$ cat config.mk
export PLATFORM = sky130hd
export DESIGN_NAME = pwm_breath_ctrl
export DESIGN_NICKNAME = d
export VERILOG_FILES = /design/src/rtl/pwm_ctrl_pkg.sv /design/src/rtl/pwm_timebase.sv /design/src/rtl/pwm_breath_ctrl.sv
export SDC_FILE = /design/constraint.sdc
export NUM_CORES = 1
export LEC_CHECK = 0
export CELL_PAD_IN_SITES_DETAIL_PLACEMENT = 1
export CELL_PAD_IN_SITES_GLOBAL_PLACEMENT = 2
export CORE_MARGIN = 10
export CORE_UTILIZATION = 39
export DETAILED_ROUTE_END_ITERATION = 10
export PLACE_DENSITY = 0.86
export SLEW_MARGIN = 10
export SYNTH_ARGS = -nofsm -noshare
export SYNTH_HDL_FRONTEND = slang
export SYNTH_SLANG_ARGS = --single-unit
$ cat constraint.sdc
create_clock -name clk -period 6.7 [get_ports clk]
set_clock_uncertainty 0.15 [all_clocks]
set_input_delay 2.01 -clock clk [delete_from_list [all_inputs] [get_ports clk]]
set_output_delay 2.01 -clock clk [all_outputs]
set_load 0.02 [all_outputs]
$ cat src/rtl/pwm_ctrl_pkg.sv
// Shared state encodings and constants for the breathing-LED PWM sequencer.
package pwm_ctrl_pkg;

   localparam int STATE_W   = 3;
   localparam int US_PER_MS = 1000;

   typedef enum logic [STATE_W-1:0] {
      IDLE    = 3'd0,
      RAMP_UP = 3'd1,
      HOLD_HI = 3'd2,
      RAMP_DN = 3'd3,
      HOLD_LO = 3'd4
   } state_t;

endpackage

$ cat src/rtl/pwm_timebase.sv
// us / step / ms tick generator; all counters restart from zero whenever clr is high.
module pwm_timebase
   import pwm_ctrl_pkg::*;
#(
   parameter int CLK_MHZ = 5,
   parameter int STEP_US = 4
) (
   input  logic clk,
   input  logic rst,
   input  logic clr,
   output logic us_tick,
   output logic step_tick,
   output logic ms_tick
);

   localparam int US_W   = (CLK_MHZ > 1) ? $clog2(CLK_MHZ) : 1;
   localparam int STEP_W = (STEP_US > 1) ? $clog2(STEP_US) : 1;
   localparam int MS_W   = $clog2(US_PER_MS);

   logic [US_W-1:0]   us_cnt;
   logic [STEP_W-1:0] step_cnt;
   logic [MS_W-1:0]   ms_cnt;

   assign us_tick   = (us_cnt == US_W'(CLK_MHZ - 1));
   assign step_tick = us_tick && (step_cnt == STEP_W'(STEP_US - 1));
   assign ms_tick   = us_tick && (ms_cnt == MS_W'(US_PER_MS - 1));

   // NOTE: sequential state uses <= so every register samples pre-edge values.
   always_ff @(posedge clk) begin
      if (rst || clr) begin
         us_cnt   <= '0;
         step_cnt <= '0;
         ms_cnt   <= '0;
      end else begin
         us_cnt <= us_tick ? '0 : us_cnt + 1'b1;
         if (us_tick) begin
            step_cnt <= step_tick ? '0 : step_cnt + 1'b1;
            ms_cnt   <= ms_tick   ? '0 : ms_cnt + 1'b1;
         end
      end
   end

endmodule

$ cat src/rtl/pwm_breath_ctrl.sv
// Breathing-LED sequencer: ramp up, hold, ramp down, hold, repeat until stopped.
// Define PWM_GAMMA_EN for a square-law duty curve; default build is linear.
module pwm_breath_ctrl
   import pwm_ctrl_pkg::*;
#(
   parameter int CLK_MHZ  = 5,
   parameter int PWM_BITS = 8,
   parameter int STEP_US  = 4,
   parameter int HOLD_MS  = 2
) (
   input  logic                clk,
   input  logic                rst,
   input  logic                start,
   input  logic                stop,
   output logic                busy,
   output logic [STATE_W-1:0]  state,
   output logic [PWM_BITS-1:0] duty,
   output logic                cycle_done,
   output logic                pwm_sig
);

   localparam logic [PWM_BITS-1:0] DUTY_MAX = '1;
   localparam int HOLD_W = $clog2(HOLD_MS + 1);

   state_t              cur, nxt;
   logic [PWM_BITS-1:0] duty_reg, duty_nxt, cnt, shadow_nxt;
   logic [HOLD_W-1:0]   hold_cnt;
   logic                stop_pend, pend_nxt;
   logic                us_tick, step_tick, ms_tick, hold_done, clr;

   assign busy  = (cur != IDLE);
   assign state = cur;
   // Timebase restarts on entry to every state so each dwell is measured from its start.
   assign clr   = (cur == IDLE) || (nxt != cur);
   assign hold_done = us_tick && ms_tick && (hold_cnt == HOLD_W'(HOLD_MS - 1));

   pwm_timebase #(
      .CLK_MHZ (CLK_MHZ),
      .STEP_US (STEP_US)
   ) u_timebase (
      .clk       (clk),
      .rst       (rst),
      .clr       (clr),
      .us_tick   (us_tick),
      .step_tick (step_tick),
      .ms_tick   (ms_tick)
   );

   // NOTE: defaults first so no path through the case leaves a latch.
   always_comb begin
      nxt      = cur;
      duty_nxt = duty_reg;
      pend_nxt = stop_pend || (stop && cur != IDLE);
      unique case (cur)
         IDLE: if (start && !stop) nxt = RAMP_UP;
         RAMP_UP: begin
            if (stop) nxt = RAMP_DN;
            else if (step_tick) begin
               if (duty_reg == DUTY_MAX) nxt = HOLD_HI;
               else duty_nxt = duty_reg + 1'b1;
            end
         end
         HOLD_HI: if (stop || hold_done) nxt = RAMP_DN;
         RAMP_DN: begin
            if (step_tick) begin
               if (duty_reg == '0) nxt = HOLD_LO;
               else duty_nxt = duty_reg - 1'b1;
            end
         end
         HOLD_LO: begin
            if (hold_done) begin
               if (pend_nxt) begin
                  nxt      = IDLE;
                  pend_nxt = 1'b0;
               end else begin
                  nxt = RAMP_UP;
               end
            end
         end
         default: nxt = IDLE;
      endcase
   end

`ifdef PWM_GAMMA_EN
   logic [2*PWM_BITS-1:0] duty_sq;
   assign duty_sq    = duty_reg * duty_reg;
   assign shadow_nxt = duty_sq[2*PWM_BITS-1:PWM_BITS];
`else
   assign shadow_nxt = duty_reg;
`endif

   always_ff @(posedge clk) begin
      if (rst) begin
         cur        <= IDLE;
         duty_reg   <= '0;
         stop_pend  <= 1'b0;
         hold_cnt   <= '0;
         cycle_done <= 1'b0;
         cnt        <= '0;
         duty       <= '0;
         pwm_sig    <= 1'b0;
      end else begin
         cur        <= nxt;
         duty_reg   <= duty_nxt;
         stop_pend  <= pend_nxt;
         hold_cnt   <= clr ? '0 : (ms_tick ? hold_cnt + 1'b1 : hold_cnt);
         cycle_done <= (cur == HOLD_LO) && hold_done;
         // Counter sits at zero through IDLE so the first busy clock starts a fresh period.
         cnt        <= (!busy || nxt == IDLE) ? '0 : cnt + 1'b1;
         if (cnt == DUTY_MAX) duty <= shadow_nxt;
         pwm_sig    <= busy && (cnt < duty);
      end
   end

endmodule
* Word-level counts from Yosys, hierarchy flattened
Index checks and enable logic that the tools add are counted.
W data, S select, Z words.
** Operators by class
- Add/subtract/negate cells :: 7
- Order comparisons :: 1
- Eq/ne operators :: 16
- Multiplexer cells :: 20
- Reductions and logical operators :: 24
** Operators with widths (count)
- $mux W8 :: 5
- $mux W3 :: 8
- $add A8 B1 Y8 const B :: 2
- $eq A8 B8 Y1 const B :: 2
- $pmux W8 S2 :: 1
- $pmux W3 S5 :: 1
- $add A10 B1 Y10 const B :: 1
- $eq A10 B10 Y1 const B :: 1
- $mux W10 :: 1
- $logic_and A1 B1 Y1 :: 8
- $logic_not A8 Y1 :: 1
- $lt A8 B8 Y1 :: 1
- $sub A8 B1 Y8 const B :: 1
- $eq A3 B2 Y1 const B :: 2
- $eq A3 B3 Y1 const B :: 2
- $logic_not A3 Y1 :: 2
- $ne A2 B2 Y1 const B :: 3
- $reduce_and A6 Y1 :: 1
- $reduce_or A2 Y1 :: 3
- $logic_or A1 B1 Y1 :: 5
- $add A2 B1 Y2 const B :: 2
- $ne A2 B1 Y1 const B :: 2
- $add A3 B1 Y3 const B :: 1
- $eq A3 B1 Y1 const B :: 1
- other kinds (8) :: 11
** Word-level totals
- Flip-flop bits (word level) :: 47
- Output and inout port bits :: 14
- Word-level logic and storage cells :: 79

* Depth between registers and ports, before layout
- Word-level depth :: 11
- Gate-level depth with buffers :: 10
- Gate-level depth less buffers :: 9

* Cells and area by module
From an unflattened synthesis, not the netlist that was laid out.
** Unflattened totals
- Cell total of the unflattened synthesis :: 301
- Area total of the unflattened synthesis :: 2631.3 sq um
** Modules (own cells, without submodules)
- pwm_breath_ctrl :: instances 1, cells an instance 217, area each 1889.3 sq um, sequential area each 640.6 sq um
- pwm_timebase :: instances 1, cells an instance 84, area each 742.0 sq um, sequential area each 300.3 sq um

* Worst setup path before layout
OpenSTA, ideal clock, no wires.
- Path kind :: input -> register
- Start point :: input stop
- End point :: register duty_reg[6]
- Arrival time :: 3128 ps
- Required time :: 6449 ps
- Path slack :: 3321 ps
- Stages :: 5
- Buffers on the path :: 0
- Path through :: inv_1 o211ai_1 a211oi_2 inv_1 o41ai_1
** On the way
- Word-level cells in the longest chain between the ends :: 2
** Ends and longest elaborated chain
- start: declaration :: line pwm_breath_ctrl.sv:14 : input logic stop,
- $ne A2 B2 Y1 (no source line)
- $reduce_and A6 Y1 (no source line)
- end signal: assignment :: line pwm_breath_ctrl.sv:104 : duty_reg <= duty_nxt;
- end: declaration :: line pwm_breath_ctrl.sv:26 : logic [PWM_BITS-1:0] duty_reg, duty_nxt, cnt, shadow_nxt;
Every way passes these cells.
A chain may end at the register's enable or synchronous reset.

* Worst setup path after layout
- Start point :: register cur[2], in the netlist state[2]
- End point :: output busy
** On the way
- Word-level cells in the longest chain between the ends :: 1
** Ends and longest elaborated chain
- start: declaration :: line pwm_breath_ctrl.sv:25 : state_t cur, nxt;
- start signal: assignment :: line pwm_breath_ctrl.sv:103 : cur <= nxt;
- $reduce_bool A3 Y1 :: line pwm_breath_ctrl.sv:31 : assign busy = (cur != IDLE);
- end: declaration :: line pwm_breath_ctrl.sv:15 : output logic busy,
Every way passes these cells.

==> run metrics <==
Max Freq 249 MHz; routed vias/inst 5.24; Synth Net Count 313; Synth top cells by count 54 x nor2_1, 47 x dfxtp_1, 23 x inv_1, 19 x ha_1; register area share after synthesis 0.372; count of different cell masters after synthesis 49; Final Cell Area 0.00288 mm²; # Post-CTS Setup Buffers 0; worst-case clock buffer depth 2; io pins 18; total gr overflow 0; worst-margin pin slew 644 ps; reg2reg start state[1]; status complete, no violations; Post-Syn Area per Cell 8.75 µm²; placed cell count 378; WL per Instance 14.2 µm; Synth Cell Area 0.00253 mm²; drt pass-1 iters 4; detailed-route via count 2024; period utilisation layout 0.600; synth warn 0; PD cells 177 mW/mm²; Post-CTS Resized 0; CP max FO 12; PnR worst setup slack 2680 ps; vias in the first global route 2199; Post-synth EDFFs 0; max_cap viols 0; Synth area leader dfxtp_1; Setup crit end kind primary output; Worst VDD drop 0.105 mV; Final Util 0.456; final setup TNS 0 ps; max-slew violations 0; row cnt 29; Min Clock Period, post-route 4020 ps; die height 101 µm; fin nets 332; Min-Delay Endpoint u_timebase.us_cnt[0]; CTS Sinks 47; root buf cell clkbuf_8; Reg2Reg Depth 9; worst hold slack 297 ps; top area cells in the synthesized netlist dfxtp_1 37%, ha_1 9.4%, nor2_1 8.0%; GP Congestion 0.805; Area Growth Syn to Fin 13.9%; Synth top area share 0.372; setup violators final 0; asr flop ratio synth 0; I/O Buffers 17; WP data arrival 1860 ps; initial DRC count 57; CTS Hold Bufs 0; clk slew on worst S/H paths 80 ps; Startpoint Class register; RSZ-0062 raised after global routing no; hold path depth 1; register-to-register setup slack 3960 ps; total wire length 5500 µm; hpwl dp 4320 µm; pre-CTS setup slack 2450 ps; first-pass GRT wire length 10100 µm; layout cell share with drive strength beyond 1 0.0518; ys flop type dfxtp_1; dpl cell area 0.00278 mm²; Global Route Usage Sum 0.119; Layout fillers 757; worst hold start u_timebase.us_cnt[0]; most frequent cell after synthesis nor2_1; DR DRC count 0; initial antenna violation count 0; Largest register FFs 16; total power 0.511 mW; Hold Path Class register to register; TritonCTS buffer count 5; WP data required 4540 ps; H-tree depth 2; Mapped Cells 289; initial core utilization 0.401; Synth Register Bits 47; Hold Fails Final Rpt 0; post-route ant nets 0; fin cells 386; CP Class register to primary output; Reg-to-Reg End duty_reg[6]; diode count 0; Core Box Area 0.00631 mm²; die area 0.0101 mm²; CTS tree done; DIE WIDTH 101 µm; Leakage Power 1.03 nW; Max-slew headroom 0.568; Worst-Skew Late Latency 290 ps; largest net degree at the start of global routing 25
kinds of logic after synthesis:
kind of cell,after synthesis,share of synthesized area
flops,47,0.372
buf+inv,30,0.0460
simple gates,116,0.234
xor+xnor,20,0.0692
mux,10,0.0396
fa+ha+maj,20,0.102
compound gates,46,0.137
layout by cell type, fill, tap and decap left out, drive strengths merged, types with 3 or more instances in the layout:
master	count
and3	7
clkdlybuf4s50	17
o21ai	5
nand4	3
nor3	11
nor2	54
nor2b	6
xnor2	16
o21a	3
ha	19
dfxtp	47
or3	3
inv	23
clkbuf	8
nand2	9
xor2	4
nand3	10
a21oi	16
mux2i	10
a211oi	5
layout make-up:
class / count / area, µm² / share of cell area
Multi-Input combinational cell: 212 / 1470 / 0.511
Clock buffer: 8 / 100 / 0.0347
Timing Repair Buffer: 19 / 185 / 0.0643
Inverter: 23 / 86.3 / 0.0300
Tap cell: 77 / 96.3 / 0.0334
Sequential cell: 47 / 941 / 0.327
power by group:
| group | internal, mW | switching (mW) | total, mW |
|---|---|---|---|
| sequential | 0.282 | 0.00434 | 0.286 |
| combinational | 0.0168 | 0.0249 | 0.0417 |
| clock | 0.0942 | 0.0888 | 0.183 |
| total | 0.393 | 0.118 | 0.511 |
worst max-delay path, stage by stage, from the launching register on:
cell	delay (ps)
dfxtp_1	420
nor3_1	470
inv_1	120
clkdlybuf4s50_1	560
routing by layer:
metal	vias to the layer above	GRT usage	part of all wire
met4	0	0.0370	0.012
met2	22	0.212	0.50
met1	953	0.136	0.45
met3	7	0.0281	0.037
li1	1042	-	-
met5	-	0	0
worst max-delay path by stage:
stage             start          end  cells after the start  slack, ps
6_report       state[2]         busy                      3       2680
5_1_grt        state[2]         busy                      3       2550
4_1_cts        state[2]         busy                      3       2630
3_5_place_dp       stop  duty_reg[6]                      6       2450
3_3_place_gp       stop  duty_reg[6]                      6       2530
2_1_floorplan      stop  duty_reg[6]                      5       3320
Power figures use the tool's default switching activity.
